File: src/rtl/cla_share_arb.sv
// Round-robin arbiter sharing one 64-bit two-level carry-lookahead adder among NREQ requesters.
// Optional subtract support is enabled by defining CLA_SHARE_ARB_SUB_EN.
module cla_share_arb #(
    parameter int NREQ = 4,
    localparam int IDW = $clog2(NREQ)
) (
    input  logic              clk,
    input  logic              rst_n,
    input  logic [NREQ-1:0]   req_valid,
    output logic [NREQ-1:0]   req_ready,
    input  logic [NREQ*64-1:0] req_a,
    input  logic [NREQ*64-1:0] req_b,
    input  logic [NREQ-1:0]   req_cin,
`ifdef CLA_SHARE_ARB_SUB_EN
    input  logic [NREQ-1:0]   req_sub,
`endif
    output logic              res_valid,
    input  logic              res_ready,
    output logic [63:0]       res_sum,
    output logic              res_cout,
    output logic [IDW-1:0]    res_id
);

    typedef enum logic [0:0] {
        EMPTY = 1'b0,
        FULL  = 1'b1
    } state_t;

    state_t            state_r;
    logic [IDW-1:0]    rr_ptr_r;
    logic [63:0]       sum_r;
    logic              cout_r;
    logic [IDW-1:0]    id_r;

    logic              slot_free_s;
    logic              found_s;
    logic              grant_s;
    logic [IDW-1:0]    win_s;
    logic [IDW:0]      cand_s;
    logic [NREQ-1:0]   rot_s;
    logic [63:0]       a_s;
    logic [63:0]       b_s;
    logic              cin_s;
    logic              sub_s;
    logic [63:0]       b_eff_s;
    logic              cin_eff_s;
    logic [64:0]       add_s;

    // Two-level lookahead: 4-bit groups, 16-bit sections, section carries chained.
    function automatic logic [64:0] cla64(input logic [63:0] a, input logic [63:0] b,
                                          input logic cin);
        logic [63:0] g;
        logic [63:0] p;
        logic [63:0] c;
        logic [15:0] gg;
        logic [15:0] gp;
        logic [15:0] gc;
        logic [3:0]  sg;
        logic [3:0]  sp;
        logic [4:0]  sc;
        g = a & b;
        p = a ^ b;
        for (int j = 0; j < 16; j++) begin
            gg[j] = g[4*j+3]
                  | (p[4*j+3] & g[4*j+2])
                  | (p[4*j+3] & p[4*j+2] & g[4*j+1])
                  | (p[4*j+3] & p[4*j+2] & p[4*j+1] & g[4*j]);
            gp[j] = &p[4*j +: 4];
        end
        for (int k = 0; k < 4; k++) begin
            sg[k] = gg[4*k+3]
                  | (gp[4*k+3] & gg[4*k+2])
                  | (gp[4*k+3] & gp[4*k+2] & gg[4*k+1])
                  | (gp[4*k+3] & gp[4*k+2] & gp[4*k+1] & gg[4*k]);
            sp[k] = &gp[4*k +: 4];
        end
        sc[0] = cin;
        for (int k = 0; k < 4; k++) begin
            sc[k+1] = sg[k] | (sp[k] & sc[k]);
        end
        for (int k = 0; k < 4; k++) begin
            gc[4*k] = sc[k];
            for (int jj = 0; jj < 3; jj++) begin
                gc[4*k+jj+1] = gg[4*k+jj] | (gp[4*k+jj] & gc[4*k+jj]);
            end
        end
        for (int j = 0; j < 16; j++) begin
            c[4*j] = gc[j];
            for (int i = 0; i < 3; i++) begin
                c[4*j+i+1] = g[4*j+i] | (p[4*j+i] & c[4*j+i]);
            end
        end
        return {sc[4], p ^ c};
    endfunction

    assign slot_free_s = (state_r == EMPTY) || res_ready;
    assign grant_s     = rst_n && slot_free_s && found_s;

    // Rotating priority scan starting at rr_ptr_r.
    always_comb begin
        rot_s   = NREQ'({req_valid, req_valid} >> rr_ptr_r);
        found_s = 1'b0;
        win_s   = {IDW{1'b0}};
        cand_s  = {(IDW+1){1'b0}};
        for (int k = 0; k < NREQ; k++) begin
            cand_s = {1'b0, rr_ptr_r} + (IDW+1)'(k);
            if (cand_s >= (IDW+1)'(NREQ)) begin
                cand_s = cand_s - (IDW+1)'(NREQ);
            end else begin
                cand_s = cand_s;
            end
            if (!found_s && rot_s[k]) begin
                found_s = 1'b1;
                win_s   = cand_s[IDW-1:0];
            end else begin
                found_s = found_s;
            end
        end
    end

    // One-hot grant and AND-OR operand mux for the winning requester.
    always_comb begin
        req_ready = {NREQ{1'b0}};
        a_s       = 64'd0;
        b_s       = 64'd0;
        cin_s     = 1'b0;
        sub_s     = 1'b0;
        for (int i = 0; i < NREQ; i++) begin
            req_ready[i] = grant_s && (win_s == IDW'(i));
            a_s   = a_s | (req_a[i*64 +: 64] & {64{win_s == IDW'(i)}});
            b_s   = b_s | (req_b[i*64 +: 64] & {64{win_s == IDW'(i)}});
            cin_s = cin_s | (req_cin[i] & (win_s == IDW'(i)));
`ifdef CLA_SHARE_ARB_SUB_EN
            sub_s = sub_s | (req_sub[i] & (win_s == IDW'(i)));
`endif
        end
    end

    // Subtraction is A + ~B + 1; carry-out then means "no borrow".
    always_comb begin
        if (sub_s) begin
            b_eff_s   = ~b_s;
            cin_eff_s = 1'b1;
        end else begin
            b_eff_s   = b_s;
            cin_eff_s = cin_s;
        end
        add_s = cla64(a_s, b_eff_s, cin_eff_s);
    end

    // Result slot state machine, result register and round-robin pointer.
    always_ff @(posedge clk) begin
        if (!rst_n) begin
            state_r  <= EMPTY;
            rr_ptr_r <= {IDW{1'b0}};
            sum_r    <= 64'd0;
            cout_r   <= 1'b0;
            id_r     <= {IDW{1'b0}};
        end else if (grant_s) begin
            state_r  <= FULL;
            sum_r    <= add_s[63:0];
            cout_r   <= add_s[64];
            id_r     <= win_s;
            if (win_s == IDW'(NREQ - 1)) begin
                rr_ptr_r <= {IDW{1'b0}};
            end else begin
                rr_ptr_r <= win_s + IDW'(1);
            end
        end else begin
            case (state_r)
                FULL:    state_r <= res_ready ? EMPTY : FULL;
                EMPTY:   state_r <= EMPTY;
                default: state_r <= EMPTY;
            endcase
        end
    end

    assign res_valid = (state_r == FULL);
    assign res_sum   = sum_r;
    assign res_cout  = cout_r;
    assign res_id    = id_r;

endmodule

File: config.mk
export PLATFORM = sky130hd
export DESIGN_NAME = cla_share_arb
export DESIGN_NICKNAME = d
export VERILOG_FILES = /design/src/rtl/cla_share_arb.sv
export SDC_FILE = /design/constraint.sdc
export NUM_CORES = 1
export LEC_CHECK = 0
export CAP_MARGIN = 20
export CORE_AREA = 4 4 228 230
export DETAILED_ROUTE_END_ITERATION = 12
export DIE_AREA = 0 0 232 234
export GPL_ROUTABILITY_DRIVEN = 0
export HOLD_SLACK_MARGIN = 0.08
export PLACE_DENSITY_LB_ADDON = 0.08
export SLEW_MARGIN = 20
export SYNTH_ARGS = -nofsm -noshare
export SYNTH_HDL_FRONTEND = slang
export SYNTH_SLANG_ARGS = --single-unit
File: constraint.sdc
create_clock -name clk -period 5.5 [get_ports clk]
set_clock_uncertainty 0.15 [all_clocks]
set_input_delay 0.55 -clock clk [delete_from_list [all_inputs] [get_ports clk]]
set_output_delay 0.55 -clock clk [all_outputs]
set_load 0.01 [all_outputs]
# After elaboration in Yosys (flattened, before gate mapping)
# Index checks and enable logic that the tools add are counted.
# op_classes
n_addsub	8
bitwise_logic	313
mux	16
shifts	1
order_cmp	4
n_eq_ne	3
n_reduce_logical	34
# ops
op	n
64-bit AND	9
64-bit OR	6
1-bit AND	168
64-bit XOR	2
1-bit OR	127
16-bit AND reduction	4
4-bit AND reduction	16
2-bit 2-to-1 mux	9
3-bit >= comparator (second input constant)	3
1-bit logical AND	9
8-bit by 2-bit >> shifter with 4-bit output	1
2-bit by 1-bit subtractor with 2-bit output (second input constant)	4
2-bit by 2-bit adder with 3-bit output (second input constant)	2
1-bit 2-to-1 mux	6
2-bit == test (second input constant)	2
2-bit by 1-bit adder with 3-bit output (second input constant)	1
2-bit by 3-bit >= comparator with 1-bit output (second input constant)	1
1-bit zero test	3
2-bit by 1-bit adder with 2-bit output (second input constant)	1
2-bit by 1-bit == test with 1-bit output (second input constant)	1
2-bit zero test	1
1-bit one-hot mux with 2 select lines	1
1-bit logical OR	1
1-bit NOT	1
# totals
ff_bits	70
output_inout_bits	72

# Longest topological paths before layout
# depth
depth_word	43
mapped_depth	27

# Least setup slack after synthesis
# No wires, ideal clock.
# synth_path
kind	input -> register
from	in req_valid[0]
to	reg sum_r[63], in the netlist res_sum[63]
t_required_ns	5.221
setup_slack_ns	-0.351
t_arrival_ns	5.573
cell_stages	27
path_cell_list	inv_1 nor2_1 a21oi_1 nor2_1 a221oi_1 nand2_1 inv_1 ha_1 clkbuf_1 clkbuf_1 a22oi_1 nand2_1 ha_1 a211oi_1 nor2_1 nor3_1 o21a_2 o31ai_4 a2111o_1 nand2_1 a21oi_1 or2_1 fa_1 fa_1 fa_1 xnor2_1 o21ai_0
# synth_via
elab_chain_len	43
word_cells_on_any_way	221
# synth_rtl
element	line_no	source
start, declared	9	input logic [NREQ-1:0] req_valid,
8-bit by 2-bit >> shifter with 4-bit output (*)	101	rot_s = NREQ'({req_valid, req_valid} >> rr_ptr_r);
1-bit 2-to-1 mux	112	if (!found_s && rot_s[k]) begin
1-bit zero test	112	
1-bit logical AND	112	
1-bit 2-to-1 mux	112	
1-bit zero test	112	
1-bit logical AND	112	
1-bit 2-to-1 mux	112	
[... 3 more ...]	n/a	
net win_s[0]	38	logic [IDW-1:0] win_s;
[... 24 more ...]	n/a	
1-bit OR	84	gc[4*k+jj+1] = gg[4*k+jj] | (gp[4*k+jj] & gc[4*k+jj]);
1-bit AND	90	c[4*j+i+1] = g[4*j+i] | (p[4*j+i] & c[4*j+i]);
1-bit OR	90	
1-bit AND	90	
1-bit OR	90	
1-bit AND	90	
1-bit OR	90	
64-bit XOR (*)	93	return {sc[4], p ^ c};
end signal, assigned	161	sum_r <= add_s[63:0];
end, declared	31	logic [63:0] sum_r;
# Mark *: on every way through the listed nets, which the timed path passes. The rest lies on a longest branch.
# A chain may end at the register's enable or synchronous reset.

# Worst setup path in the final report
# layout_path
from	reg rr_ptr_r[0]
to	reg sum_r[62], in the netlist res_sum[62]
# layout_via
elab_chain_len	41
word_cells_on_any_way	234
# layout_rtl
element	line_no	source
start, declared	30	logic [IDW-1:0] rr_ptr_r;
start signal, assigned	155	rr_ptr_r <= {IDW{1'b0}};
start signal, assigned	165	rr_ptr_r <= {IDW{1'b0}};
start signal, assigned	167	rr_ptr_r <= win_s + IDW'(1);
branches (longest 10 deep; another with 2-bit by 1-bit adder with 3-bit output)	n/a	
2-bit 2-to-1 mux (*)	112	
2-bit by 1-bit == test with 1-bit output or 2-bit zero test (tied branches)	130, 131, 132	
64-bit AND (on tied branches)	130, 131	
64-bit OR (on tied branches) (3 in series)	130, 131	
64-bit XOR or 64-bit AND (tied branches)	62, 61	
1-bit AND (on tied branches)	65, 66, 67	
1-bit OR (tied with other cells)	65	| (p[4*j+3] & g[4*j+2])
[... 15 more ...]	n/a	
1-bit AND	84	
1-bit OR	84	
1-bit AND	90	
1-bit OR	90	
1-bit AND	90	
1-bit OR	90	
64-bit XOR (*)	93	
net add_s[62]	47	logic [64:0] add_s;
# Mark *: on every way through the listed nets, which the timed path passes.

==> impl_results.md <==
* Peak supply drop at 186.1 uV
* Hold slack at 0.3014 ns
* Yosys top cell area share at 24.79%
* Post-Syn Area at 7812 um2
* Worst slew pin tran at 0.8399 ns
* Post-layout min period at 5.455 ns
* Comb pwr share at 84.3%
* Share of layout cells above drive strength 1 at 23.57%
* Drc violations at 0
* Internal Power at 4966 uW
* Warnings from Yosys at 0
* Final setup TNS at 0 ns
* Clock sink total at 70
* Port Buffer Count at 594
* Leak at 0.007465 uW
* Clk buf depth at 2
* PD cells at 509.0 nW/um2
* Final hold vios at 0
* Clk pwr share at 6.3%
* Crit path capture type: register
* Total Routing Usage GR at 18.43%
* CTS Hold Bufs at 0
* Worst endpoint required time at 5.65 ns
* Slowest stage delay, CP at 0.52 ns
* Initial antenna violation count at 7
* Synthesized net count at 1656
* Status: complete, no violations
* Core area at 49860 um2
* Die H at 234 um
* Startpoint Class: register
* Top Family by Delay on Critical Path: compound AO/OA/AOI/OAI gates
* Slew headroom at 44.01%
* H-tree depth at 3
* Worst R2R Setup Slack at 0.04 ns
* CTS tree: done
* Main synth FF type: dfxtp_1
* Crit path arrival time at 5.60 ns
* Crit Path Category: register to register
* EDFF count, synth at 0
* CP max stage cell: fa_2
* GRT overflow at 0
* Clock slew at reported path FFs at 0.06 ns
* Largest net degree at the start of global routing at 80
* Max-cap viol count at 0
* Drt via density at 4.388
* Async set-or-reset flop fraction in the synthesized netlist at 0%
* Hold WC Path Type: register to register
* Synth top area cells: a22oi_1, dfxtp_1, fa_1
* Critical Path Fanout Max at 6
* Root buf cell: clkbuf_16
* Fmax at 183.3 MHz
* Initial core utilization at 15.67%
* Routed wire length at 53.06 mm
* Post-route antenna net violation count at 0
* Switching part of the total at 44.62%
* DIE AREA at 54290 um2
* Period utilization at 99.19%
* Commonest cells post-synth: a22oi_1, nand2_1, clkbuf_1, dfxtp_1, ha_1
* Starting DRT DRC Count at 442
* Die X at 232 um
* First-pass GRT wire length at 74.53 mm
* Number of global-route vias before repair at 11740
* Switching pwr at 4000 uW
* Synthesis-to-finish area growth at 125.5%
* Mapped Avg Cell Area at 7.682 um2
* IO Pins at 595
* DRT Pass-1 Iters at 5
* Sequential share of power at 9.3%
* Seq/Total Area, Yosys at 17.94%
* Fill cells at 5238
* Setup Viol. Count Final at 0
* Row count at 82
* Final Max Slew Viols at 0
* Synth area leader: a22oi_1
* Register bit total from synthesis at 70
* Distinct cells, synth at 39
* Cells after Synth at 1017
* Via count at 10940
* Buffers plus inverters on the worst setup path at 3
* Final Net Count at 2450
* TritonCTS Buffers at 9
* RSZ-0062 raised after global routing: true
* Clk_lat worst skew at 0.35 ns
* Final HPWL DP at 42.69 mm
* Count leader, synth: a22oi_1
* WL/cell at 21.28 um
[per-layer routing]
layer  global-route usage, %  wire length [um]  share of wire [%]  up-vias
met4                   5.679              1234                2.3        4
met2                   31.28             26040                 49      334
met1                   22.98             22620                 43     5196
met5                       0                19              0.036        -
li1                        -                 -                  -     5360
met3                   4.823              3145                5.9       46
[power by group through the flow]
stage | clock (uW) | combinational [uW] | sequential [uW]
global route | 614 | 8420 | 859
finish | 568 | 7560 | 836
floorplan | 0 | 3170 | 913
CTS | 604 | 7260 | 833
detailed placement | 0 | 6610 | 839
global placement | 0 | 6620 | 833
[registers in the layout (all words and copies together) (netlist names)]
register   cells
rr_ptr_r       2
res_id         2
res_valid      1
res_cout       1
res_sum       64
[cell type report]
cell class	count	area [um2]	share of cell area [%]
Clock buffer	11	242.7	1.378
Clock inverter	5	25.02	0.1421
Timing Repair Buffer	862	8337	47.33
Inverter	39	148.9	0.8452
Sequential cell	70	1406	7.984
Multi-Input combinational cell	829	6603	37.48
Tap cell	672	840.8	4.773
Antenna cell	5	12.51	0.07103
[worst min-delay path: stages (launching register included)]
cell and delay (ns):
dfxtp_1 0.30, nand3_1 0.06, nand2_1 0.04
[worst paths after layout]
| path | cells past startpoint | startpoint | to |
|---|---|---|---|
| max | 26 | rr_ptr_r[0] | res_sum[62] |
| min | 2 | res_sum[21] | res_sum[21] |
| max reg2reg | 26 | rr_ptr_r[0] | res_sum[62] |
| min reg2reg | 2 | res_sum[21] | res_sum[21] |
[cells by family (layout without fill, tap and decap cells)]
group                      after synthesis  count (layout)  synth area share (%)
and+or+nand+nor                        337             337                 18.19
xor gates and xnor gates                16              16                 1.794
adders and majority gates              116             116                 23.19
buffers and inverters                  118             917                 5.670
other                                    0               5                     0
AOI/OAI and AO/OA                      360             360                 33.22
DFF                                     70              70                 17.94
[placed cells by master, fill, tap and decap left out, types with 8 or more instances in the layout]
master	count
a211oi_2	8
a21o_1	17
a21oi_1	14
a21oi_2	11
a22oi_1	229
a22oi_2	29
buf_12	23
buf_4	237
clkbuf_16	11
clkdlybuf4s50_1	589
dfxtp_1	68
fa_1	21
fa_2	27
ha_1	54
ha_4	13
inv_1	29
inv_2	9
nand2_1	216
nand2_2	11
nand3_1	60
nand4_1	12
nor2_1	16
o21ai_0	20
xor2_1	9
[timing repair]
| item | in CTS | in global routing |
|---|---|---|
| pin swaps | 45 | 67 |
| cloned | 2 | 2 |
| resized for setup | 79 | 86 |
| buffers inserted | 62 | 18 |
| endpoints found under the setup margin | 33 | 28 |
[stage by stage]
stage | utilization (%) | instances | instance area (um2) | setup WS [ns] | power (uW)
after global placement | 32.07 | 2390 | 15990 | -1.089 | 7449
after global routing | 35.33 | 2493 | 17620 | -0.1373 | 9892
final | 35.33 | 2493 | 17620 | 0.04474 | 8966
after floorplan | - | 1017 | 7860 | 0.003999 | 4083
after CTS | 34.21 | 2469 | 17060 | 0.0005578 | 8698
after detailed placement | 32.07 | 2390 | 15990 | -1.122 | 7445
No activity file was read; power rests on OpenSTA's default activity.
